### config.mk
export PLATFORM = sky130hd
export DESIGN_NAME = score_display
export DESIGN_NICKNAME = d
export VERILOG_FILES = /design/src/rtl/score_display.sv
export SDC_FILE = /design/constraint.sdc
export NUM_CORES = 1
export LEC_CHECK = 0
export ABC_AREA = 1
export CAP_MARGIN = 10
export CORE_MARGIN = 3
export CORE_UTILIZATION = 59
export DETAILED_ROUTE_END_ITERATION = 12
export MAX_ROUTING_LAYER = met4
export PLACE_DENSITY = 0.84
export SETUP_SLACK_MARGIN = 0.2
export SLEW_MARGIN = 20
export SYNTH_ARGS = -nofsm -noshare
export SYNTH_HDL_FRONTEND = slang
export SYNTH_SLANG_ARGS = --single-unit
### constraint.sdc
create_clock -name clk -period 4.99 [get_ports clk]
set_clock_uncertainty 0.2 [all_clocks]
set_input_delay 0.7485 -clock clk [delete_from_list [all_inputs] [get_ports clk]]
set_output_delay 0.7485 -clock clk [all_outputs]
set_load 0.01 [all_outputs]
### src/rtl/score_display.sv
// Binary score to BCD (sequential double-dabble, one shift per clock) and seven-segment driver.
// Optional leading-zero blanking when SCORE_DISPLAY_BLANK_EN is defined.
module score_display #(
    parameter int SCORE_W    = 10,
    parameter int NUM_DIGITS = 4
) (
    input  logic                    clk,
    input  logic                    rst,
    input  logic [SCORE_W-1:0]      score,
    output logic [4*NUM_DIGITS-1:0] bcd,
    output logic [NUM_DIGITS*7-1:0] hex,
    output logic                    busy,
    output logic                    done
);

    // state | meaning
    // IDLE  | waiting for score to differ from the displayed value
    // CONV  | one add-3/shift iteration per clock, SCORE_W iterations
    // DONE  | publish bcd/hex, pulse done

    localparam int BCD_W = 4 * NUM_DIGITS;
    localparam int CNT_W = $clog2(SCORE_W + 1);

    typedef enum logic [1:0] {IDLE, CONV, DONE} state_t;

    state_t             state;
    logic [SCORE_W-1:0] shown;
    logic [SCORE_W-1:0] snap;
    logic [SCORE_W-1:0] target;
    logic [BCD_W-1:0]   work;
    logic [BCD_W-1:0]   work_adj;
    logic [CNT_W-1:0]   cnt;

    function automatic logic [6:0] seg7(input logic [3:0] d);
        logic [6:0] s;
        case (d)
            4'd0:    s = 7'b1000000;
            4'd1:    s = 7'b1111001;
            4'd2:    s = 7'b0100100;
            4'd3:    s = 7'b0110000;
            4'd4:    s = 7'b0011001;
            4'd5:    s = 7'b0010010;
            4'd6:    s = 7'b0000010;
            4'd7:    s = 7'b1111000;
            4'd8:    s = 7'b0000000;
            4'd9:    s = 7'b0010000;
            default: s = 7'b1111111;
        endcase
        return s;
    endfunction

    function automatic logic [BCD_W-1:0] add3(input logic [BCD_W-1:0] w);
        logic [BCD_W-1:0] r;
        r = w;
        for (int i = 0; i < NUM_DIGITS; i++) begin
            if (w[4*i +: 4] >= 4'd5)
                r[4*i +: 4] = w[4*i +: 4] + 4'd3;
        end
        return r;
    endfunction

    function automatic logic [NUM_DIGITS*7-1:0] hex_of(input logic [BCD_W-1:0] w);
        logic [NUM_DIGITS*7-1:0] h;
        logic                    lead;
        h    = '0;
        lead = 1'b1;
        for (int i = NUM_DIGITS - 1; i >= 0; i--) begin
            if (w[4*i +: 4] != 4'd0)
                lead = 1'b0;
`ifdef SCORE_DISPLAY_BLANK_EN
            h[7*i +: 7] = (lead && i != 0) ? 7'b1111111 : seg7(w[4*i +: 4]);
`else
            h[7*i +: 7] = seg7(w[4*i +: 4]);
`endif
        end
        return h;
    endfunction

    always_comb begin
        work_adj = add3(work);
    end

    // snap is consumed by the shifter, so target keeps the score being converted for shown.
    always_ff @(posedge clk) begin
        if (rst) begin
            state  <= IDLE;
            shown  <= '0;
            snap   <= '0;
            target <= '0;
            work   <= '0;
            cnt    <= '0;
            bcd    <= '0;
            hex    <= hex_of({BCD_W{1'b0}});
            busy   <= 1'b0;
            done   <= 1'b0;
        end else begin
            done <= 1'b0;
            case (state)
                IDLE: begin
                    if (score != shown) begin
                        snap   <= score;
                        target <= score;
                        work   <= '0;
                        cnt    <= '0;
                        busy   <= 1'b1;
                        state  <= CONV;
                    end else begin
                        busy <= 1'b0;
                    end
                end
                CONV: begin
                    {work, snap} <= {work_adj, snap} << 1;
                    cnt          <= cnt + 1'b1;
                    if (cnt == CNT_W'(SCORE_W - 1))
                        state <= DONE;
                end
                DONE: begin
                    bcd   <= work;
                    shown <= target;
                    hex   <= hex_of(work);
                    done  <= 1'b1;
                    busy  <= 1'b0;
                    state <= IDLE;
                end
                default: state <= IDLE;
            endcase
        end
    end

endmodule

==> metrics.md, run 1 <==
| Metric | Value |
|---|---|
| 1st-iter DRT viols | 230 |
| Post-CTS Repair Setup Buffers | 0 |
| N_diodes | 0 |
| Syn Area/Cell | 7.513 µm² |
| Syn. warnings | 0 |
| Cells after Synth | 599 |
| Global router's overall resource usage | 25.53% |
| Most frequent cells in the layout | 98 x dfxtp_1, 86 x a21oi_1, 79 x o21ai_0, 73 x nand2_1, 68 x nor2_1 |
| Max clock buf depth | 2 |
| Slew @ Worst Pin | 0.8483 ns |
| Residual DRC | 0 |
| Initial Util | 61.39% |
| Reg-to-Reg End | snap[4] |
| Critical Path Fanout Max | 22 |
| Peak supply drop | 184.4 µV |
| Clock-pin slew on the worst setup and hold paths | 0.09 ns |
| Via count | 4,144 |
| Tot Pwr | 1.395 mW |
| Hold path start | target[0] |
| Worst Setup Start Kind | primary input |
| CP Data Required Time | 5.04 ns |
| Cell leakage power | 2.066 nW |
| Synthesized flop and latch total | 98 |
| Slowest cell on the critical path | o21bai_2 |
| Final period util | 63.46% |
| CP cell instances | clkdlybuf4s50_1 -> inv_1 -> nand2_1 -> nand2_1 -> nor2_1 -> nand3_1 -> o21bai_2 -> nand2_1 -> nor2_1 -> nor2_1 |
| Global-route wire length before repair | 17,740 µm |
| Max Freq | 0.3158 GHz |
| CTS Hold Bufs | 0 |
| Die width | 93.34 µm |
| Synthesized Nets | 635 |
| GRT Residual Overflow | 0 |
| Row count | 31 |
| Post-DP HPWL | 6749 µm |
| Hold Fails Final Rpt | 0 |
| Vias per Instance | 5.585 |
| Nets | 674 |
| H-tree levels | 3 |
| Total clock sinks | 98 |
| Worst r2r src | shown[3] |
| Die area | 8712 µm² |
| First-pass detailed-route iteration total | 5 |
| Worst hold endpoint | target[0] |
| Max cap viols | 0 |
| Hold Crit Depth | 2 |
| P&R area growth vs syn | 17.21% |
| Number of buffers created by CTS | 9 |
| R2R depth | 9 |
| CP peak stage delay | 0.67 ns |
| # setup viols final | 0 |
| PnR worst setup slack | 1.823 ns |
| Setup slack, reg-to-reg | 2.38 ns |
| Avg WL per Cell | 13.83 µm |
| Slew Limit Fails | 0 |
| RSZ-0062 raised after global routing | no |
| Top Ports | 58 |
| Final setup TNS | 0 ns |
| Slew HR | 43.41% |
| Root Buffer | clkbuf_8 |
| Status | finished clean |
| CP Class | primary input to flop |
| PostCTS Resize Cnt | 0 |
| Area of the mapped netlist | 4501 µm² |
| Sequential fraction of the synthesis area | 43.59% |
| Buf/Inv on CP | 2 |
| Gpl congestion | 0.9117 |
| Post-route minimum period | 3.167 ns |
| Die H | 93.34 µm |
| Final antenna-violating net count | 0 |
| CP endpoint kind | flop |
| Routed wire length | 10,260 µm |
| Commonest non-fill, non-tap cell in the layout | dfxtp_1 |
| Antenna violations before repair | 0 |
| Fill cells | 562 |
| Share of layout cells above drive strength 1 | 4.510% |
| IO buf count | 57 |
| Core ar. | 7331 µm² |
| Vias in the first global route | 3,912 |
| Crit. Startpoint | score[4] |
| Power Dens Cells | 264.4 nW/µm² |
| Cell family with most CP delay | simple AND/OR/NAND/NOR gates |
| CP arrival | 3.22 ns |
| Largest net degree at the start of global routing | 67 |
| Hold Crit Class | flop to flop |
| Crit path depth | 10 |
| Pre-CTS setup slack | 1.514 ns |
| CTS tree | built |
| Clock Latency Late Sink | 0.37 ns |
| Post-synth cell types | 27 |
kinds of logic (layout without fill, tap and decap cells):
group | after synthesis | after routing | synth area share, %
xor+xnor | 3 | 3 | 0.5839
simple gates | 171 | 171 | 15.10
compound gates | 209 | 209 | 25.72
flops | 98 | 98 | 43.59
buf+inv | 94 | 138 | 8.340
fa+ha+maj | 24 | 24 | 6.672
routing by layer:
layer	up-vias	track usage [%]	share of wire [%]
li1	2087	-	-
met1	1913	32.50	46
met2	131	40.92	47
met3	13	4.425	5.4
met4	0	9.280	1.6
met5	-	-	0
registers in the layout (all words and copies together) (netlist names):
signal and count:
bcd 16, busy 1, cnt 4, done 1, hex 28, shown 10, snap 10, state 2
target 10, work 16
worst max-delay path by stage:
| stage | end | slack [ns] |
|---|---|---|
| after detailed placement | snap[4] | 1.51 |
| after floorplan | hex[12] | 3.06 |
| after global placement | snap[6] | 1.62 |
| final | snap[4] | 1.82 |
| after global routing | snap[9] | 1.55 |
| after CTS | snap[4] | 1.89 |
cell usage after synthesis, drive strengths merged:
master  instances  area share [%]
o21bai         11             1.9
o21a            3            0.50
a31oi           5            0.70
a21oi          86             9.6
nand2          73             6.1
clkinv          3            0.25
nor2           68             5.7
o21ai          82             9.1
buf             9             1.3
o221ai          2            0.39
o311ai          1            0.19
nand3          26             2.9
o211ai         12             2.0
xor2            3            0.58
o22ai           3            0.42
clkbuf         26             2.2
dfxtp          98              44
o221a           3            0.75
a22oi           1            0.17
ha             24             6.7
inv            56             4.7
nor3            4            0.44
worst reg2reg max path: stages, from the launching register on:
cell	delay, ns
dfxtp_1	0.38
inv_1	0.08
nand2_1	0.06
nand2_1	0.05
nor2_1	0.13
nand3_1	0.11
o21bai_2	0.67
nand2_1	0.52
nor2_1	0.23
nor2_1	0.06
report_power, final:
part / total (mW) / leakage [nW] / switching, mW / internal, mW
Sequential: 0.808 / 0.795 / 0.00986 / 0.798
Combinational: 0.0946 / 1.18 / 0.0608 / 0.0339
Clock: 0.492 / 0.0919 / 0.281 / 0.211
Total: 1.39 / 2.07 / 0.352 / 1.04
per-stage QoR:
step                      area [µm²]  std cells  utilization, %  hold WS [ns]
after CTS                       5275        742           71.96        0.2689
after global routing            5275        742           71.96        0.2831
after global placement          5086        726           69.38        0.2509
after detailed placement        5086        726           69.38        0.2553
after floorplan                 4501        599               -        0.2403
final                           5275        742           71.96        0.2723
layout make-up:
| cell class | instances | area (µm²) | share of cell area (%) |
|---|---|---|---|
| clock buffers | 11 | 151.4 | 2.870 |
| multi-input cells | 407 | 2163 | 41.01 |
| inverters | 59 | 221.5 | 4.198 |
| well taps | 99 | 123.9 | 2.348 |
| clock inverters | 5 | 37.54 | 0.7116 |
| flip-flops and latches | 98 | 1962 | 37.19 |
| repair buffers | 63 | 615.6 | 11.67 |
Power figures use the tool's default switching activity.
==> run 2, diff against run 1 <==
Settings changed: CORE_UTILIZATION 59 to 50, PLACE_DENSITY 0.84 to 0.76.
Clock period 4.99 ns to 2.78 ns, I/O delays scaled along.
==> run 2 against run 1 <==
Cell count increased by 1.2%. First-iteration DRC count increased by 18%. Hold slack improved by 0.0025 ns. Worst setup slack got worse by 1.2 ns. Sequential share of layout area decreased by 0.44 points. Utilization decreased by 8.9 points. Critical path depth unchanged. Combinational power increased by 85%. Clock-buffer cell count decreased by 1.
==> metrics.md, run 2 (synthesis gave the netlist of run 1 again) <==
| Metric | Value |
|---|---|
| Cell leakage power | 2.091 nW |
| Design Area, Final | 5338 µm² |
| CP Data Required Time | 2.84 ns |
| PnR worst setup slack | 0.6059 ns |
| Antenna violations before repair | 0 |
| Post-DP HPWL | 7085 µm |
| Sw Share | 24.78% |
| Commonest non-fill, non-tap cell in the layout | dfxtp_1 |
| Pre-CTS setup slack | 0.2603 ns |
| Flop pwr share | 56.0% |
| CP endpoint kind | flop |
| Clock power share | 37.2% |
| Worst Setup Start Kind | primary input |
| Gpl congestion | 0.8842 |
| P&R area growth vs syn | 18.60% |
| Power Dens Cells | 485.2 nW/µm² |
| Status | finished clean |
| H-tree levels | 3 |
| GRT Residual Overflow | 0 |
| RSZ-0062 raised after global routing | no |
| Final setup TNS | 0 ns |
| CP peak stage delay | 0.56 ns |
| Max Freq | 0.4600 GHz |
| Int Pwr | 1.948 mW |
| Global router's overall resource usage | 22.60% |
| Post-CTS Repair Setup Buffers | 0 |
| Max cap viols | 0 |
| Avg WL per Cell | 14.14 µm |
| Die width | 100.9 µm |
| Fill cells | 747 |
| N_diodes | 0 |
| Critical Path Fanout Max | 13 |
| Buf/Inv on CP | 2 |
| First-pass detailed-route iteration total | 5 |
| IO buf count | 57 |
| Biggest regs | hex x28, bcd x16, work x16 |
| P_sw | 0.6419 mW |
| Final period util | 78.20% |
| Slowest cell on the critical path | clkdlybuf4s50_1 |
| Residual DRC | 0 |
| Cell family with most CP delay | simple AND/OR/NAND/NOR gates |
| Comb power frac | 6.8% |
| Nets | 677 |
| 1st-iter DRT viols | 271 |
| Largest net degree at the start of global routing | 39 |
| Peak supply drop | 244.8 µV |
| CP arrival | 2.23 ns |
| Die H | 100.9 µm |
| Max clock buf depth | 2 |
| Hold Crit Class | flop to flop |
| CTS tree | built |
| Reg with most FFs | hex |
| CTS Hold Bufs | 0 |
| Vias per Instance | 5.585 |
| Top cell by count, worst path | nand2_1 |
| Vias in the first global route | 3,926 |
| Slew HR | 54.82% |
| Initial Util | 53.17% |
| Total clock sinks | 98 |
| CP Class | primary input to flop |
| Dpl cell area | 5129 µm² |
| Number of buffers created by CTS | 9 |
| PostCTS Resize Cnt | 0 |
| Row count | 33 |
| Clock Latency Late Sink | 0.36 ns |
| Most frequent cells in the layout | 98 x dfxtp_1, 86 x a21oi_1, 79 x o21ai_0, 73 x nand2_1, 68 x nor2_1 |
| Global-route wire length before repair | 18,400 µm |
| Slew @ Worst Pin | 0.6770 ns |
| Share of layout cells above drive strength 1 | 4.954% |
| Via count | 4,194 |
| Slew Limit Fails | 0 |
| Tot Pwr | 2.590 mW |
| CP cell instances | clkdlybuf4s50_1 -> inv_1 -> nand2_1 -> nand2_1 -> nor2_1 -> nand2_1 -> o21bai_2 -> nand2_1 -> nor2_1 -> nor2_1 |
| Hold Fails Final Rpt | 0 |
| Core ar. | 8464 µm² |
| Post-route minimum period | 2.174 ns |
| Number of flip-flops in the largest register | 28 |
| Top Ports | 58 |
| Clock-pin slew on the worst setup and hold paths | 0.10 ns |
| Routed wire length | 10,620 µm |
| Final antenna-violating net count | 0 |
| Root Buffer | clkbuf_8 |
| Die area | 10,180 µm² |
| # setup viols final | 0 |
-- run 2: worst min-delay path: stages, from the launching register on --
cell	delay [ns]
dfxtp_1	0.32
inv_1	0.06
a21oi_1	0.05
-- run 2: cell type report --
cell class	count	area, µm²	area share, %
Tap cell	105	131.4	2.461
Inverter	59	221.5	4.149
Clock buffer	10	137.6	2.579
Timing Repair Buffer	66	650.6	12.19
Sequential cell	98	1962	36.76
Multi-Input combinational cell	407	2163	40.53
Clock inverter	6	71.32	1.336
-- run 2: per-layer routing --
metal / vias up / GRT usage (%) / share of wire [%]
met5: - / - / 0
met4: 0 / 6.632 / 1.2
met3: 12 / 3.114 / 3.9
met2: 96 / 36.05 / 48
met1: 1992 / 29.94 / 47
li1: 2094 / - / -
-- run 2: power by group through the flow --
stage | Clock (mW) | Sequential [mW] | Combinational (mW)
after floorplan | 0 | 1.48 | 0.120
after global placement | 0 | 1.48 | 0.170
after global routing | 1.05 | 1.45 | 0.198
final | 0.964 | 1.45 | 0.175
after CTS | 0.980 | 1.45 | 0.175
after detailed placement | 0 | 1.48 | 0.174
-- run 2: worst paths after layout --
kind | to | start | slack (ns) | depth (start not counted)
hold reg to reg | shown[9] | shown[9] | 0.27 | 2
hold / removal | shown[9] | shown[9] | 0.27 | 2
setup reg to reg | snap[6] | state[0] | 0.70 | 7
setup / recovery | snap[6] | score[9] | 0.61 | 10
-- run 2: per-stage QoR --
step | util, % | std cells | hold WS [ns]
6_report | 63.06 | 751 | 0.2748
5_1_grt | 63.06 | 751 | 0.2946
4_1_cts | 63.06 | 751 | 0.2759
3_5_place_dp | 60.59 | 735 | 0.2601
3_3_place_gp | 60.59 | 735 | 0.2516
2_1_floorplan | - | 599 | 0.2403
==> run 3, diff against run 2 <==
Settings changed: CORE_UTILIZATION 50 to 55, PLACE_DENSITY 0.76 to 0.79.
Clock period 2.78 ns to 2.1 ns, I/O delays scaled along.
==> run 3 against run 2 <==
Wire length grew 0.86%. Total power grew 34%. Clock-buffer cell count grew 1. Die area shrank 8.6%. First-iteration DRC count grew 26%. Sequential power grew 32%. Non-clock buffer count grew 17. Hold slack lost 0.084 ns. Utilization grew 7.5 points. Register-to-register slack lost 0.41 ns. Critical path depth grew 1. Critical path type unchanged. Largest power group unchanged.
==> metrics.md, run 3 (synthesis gave the netlist of run 1 again) <==
| Metric | Value |
|---|---|
| CP Data Required Time | 2.19 ns |
| Hold Fails Final Rpt | 0 |
| Routed wire length | 10,710 µm |
| CP endpoint kind | flop |
| Status | finished clean |
| Final period util | 89.27% |
| Total clock sinks | 98 |
| Cell leakage power | 2.213 nW |
| Global-route wire length before repair | 17,480 µm |
| Max cap viols | 0 |
| First-pass detailed-route iteration total | 4 |
| Critical Path Fanout Max | 8 |
| Vias per Instance | 5.532 |
| Largest net degree at the start of global routing | 67 |
| Vias in the first global route | 3,918 |
| Initial Util | 57.35% |
| CTS tree | built |
| RSZ-0062 raised after global routing | yes |
| Nets | 694 |
| Max Freq | 0.5334 GHz |
| Clock Latency Late Sink | 0.36 ns |
| N_diodes | 0 |
| Hold Crit Class | primary input to flop |
| Final setup TNS | 0 ns |
| Commonest non-fill, non-tap cell in the layout | dfxtp_1 |
| Peak supply drop | 396.3 µV |
| Share of layout cells above drive strength 1 | 9.653% |
| Max clock buf depth | 2 |
| GRT Residual Overflow | 0 |
| Worst Setup Start Kind | primary input |
| Avg WL per Cell | 14.00 µm |
| IO buf count | 57 |
| Core ar. | 7848 µm² |
| 1st-iter DRT viols | 342 |
| Post-route minimum period | 1.875 ns |
| # setup viols final | 0 |
| Power Dens Cells | 627.7 nW/µm² |
| Core Util, Final | 70.54% |
| Global router's overall resource usage | 24.10% |
| CP Class | primary input to flop |
| Antenna violations before repair | 0 |
| Slew @ Worst Pin | 0.5773 ns |
| Slew Limit Fails | 0 |
| Slew HR | 61.46% |
| Root Buffer | clkbuf_8 |
| Die width | 96.46 µm |
| Number of buffers created by CTS | 9 |
| Most frequent cells in the layout | 93 x dfxtp_1, 86 x a21oi_1, 78 x o21ai_0, 71 x nand2_1, 64 x nor2_1 |
| Residual DRC | 0 |
| Reg with most FFs | hex |
| Die H | 96.46 µm |
| Gpl congestion | 0.9083 |
| Final antenna-violating net count | 0 |
| H-tree levels | 3 |
| CP arrival | 1.96 ns |
| Row count | 32 |
| P&R area growth vs syn | 22.99% |
| Top Ports | 58 |
| Biggest regs | hex x28, bcd x16, work x16 |
| Die area | 9305 µm² |
| Number of flip-flops in the largest register | 28 |
| Clock-pin slew on the worst setup and hold paths | 0.09 ns |
| Post-DP HPWL | 7095 µm |
| Via count | 4,232 |
| Fill cells | 660 |
run 3: worst paths after layout:
| check | from | to | slack, ns | depth (start not counted) |
|---|---|---|---|---|
| worst max-delay path | score[4] | snap[6] | 0.23 | 11 |
| worst min-delay path | score[9] | snap[9] | 0.19 | 4 |
| worst max register to register | shown[3] | snap[6] | 0.29 | 10 |
| worst min register to register | shown[5] | shown[5] | 0.28 | 2 |
run 3: what timing repair did:
item,4_1_cts,5_1_grt
endpoints found under the setup margin,0,44
gates resized for setup,0,25
hold buffers,0,0
setup buffers,0,1
run 3: per-stage QoR:
stage               setup slack (ns)  hold WS, ns  std cells  cell area (µm²)  power [mW]
CTS                           0.2038       0.2801        763             5450       3.472
global route                  0.1569       0.2292        765             5535       3.597
floorplan                     0.4741       0.2403        599             4501       2.116
finish                        0.2254       0.1905        765             5535       3.475
detailed placement           -0.1496       0.2629        747             5238       2.209
global placement            -0.04968       0.2513        747             5238       2.201
run 3: layout make-up:
class | instances | area [µm²] | area share (%)
sequential | 98 | 1968 | 35.56
clock buffer | 11 | 151.4 | 2.735
tap | 102 | 127.6 | 2.306
multi-input combinational | 407 | 2210 | 39.92
clock inverter | 5 | 61.31 | 1.108
timing repair buffer | 83 | 795.8 | 14.38
inverter | 59 | 221.5 | 4.001
run 3: where the power goes:
part	switching (mW)	total, mW	internal [mW]
logic	0.157	0.265	0.107
registers	0.0251	1.92	1.90
clock network	0.665	1.29	0.623
run 3: critical path, cell delays in order:
cell and delay [ns]:
clkdlybuf4s50_1 0.50, inv_1 0.05, nand2_1 0.05, nand2_1 0.05, nor2_1 0.13, nand3_1 0.14, o21bai_4 0.21, buf_4 0.13
buf_4 0.14, o21bai_1 0.08, nor2_1 0.16
run 3: routing by layer:
| layer | part of all wire, % | track usage (%) | wire [µm] |
|---|---|---|---|
| met1 | 48 | 30.73 | 5116 |
| met3 | 4.0 | 3.563 | 424 |
| met2 | 47 | 39.14 | 5001 |
| met5 | 0 | - | 0 |
| met4 | 1.6 | 8.528 | 169 |
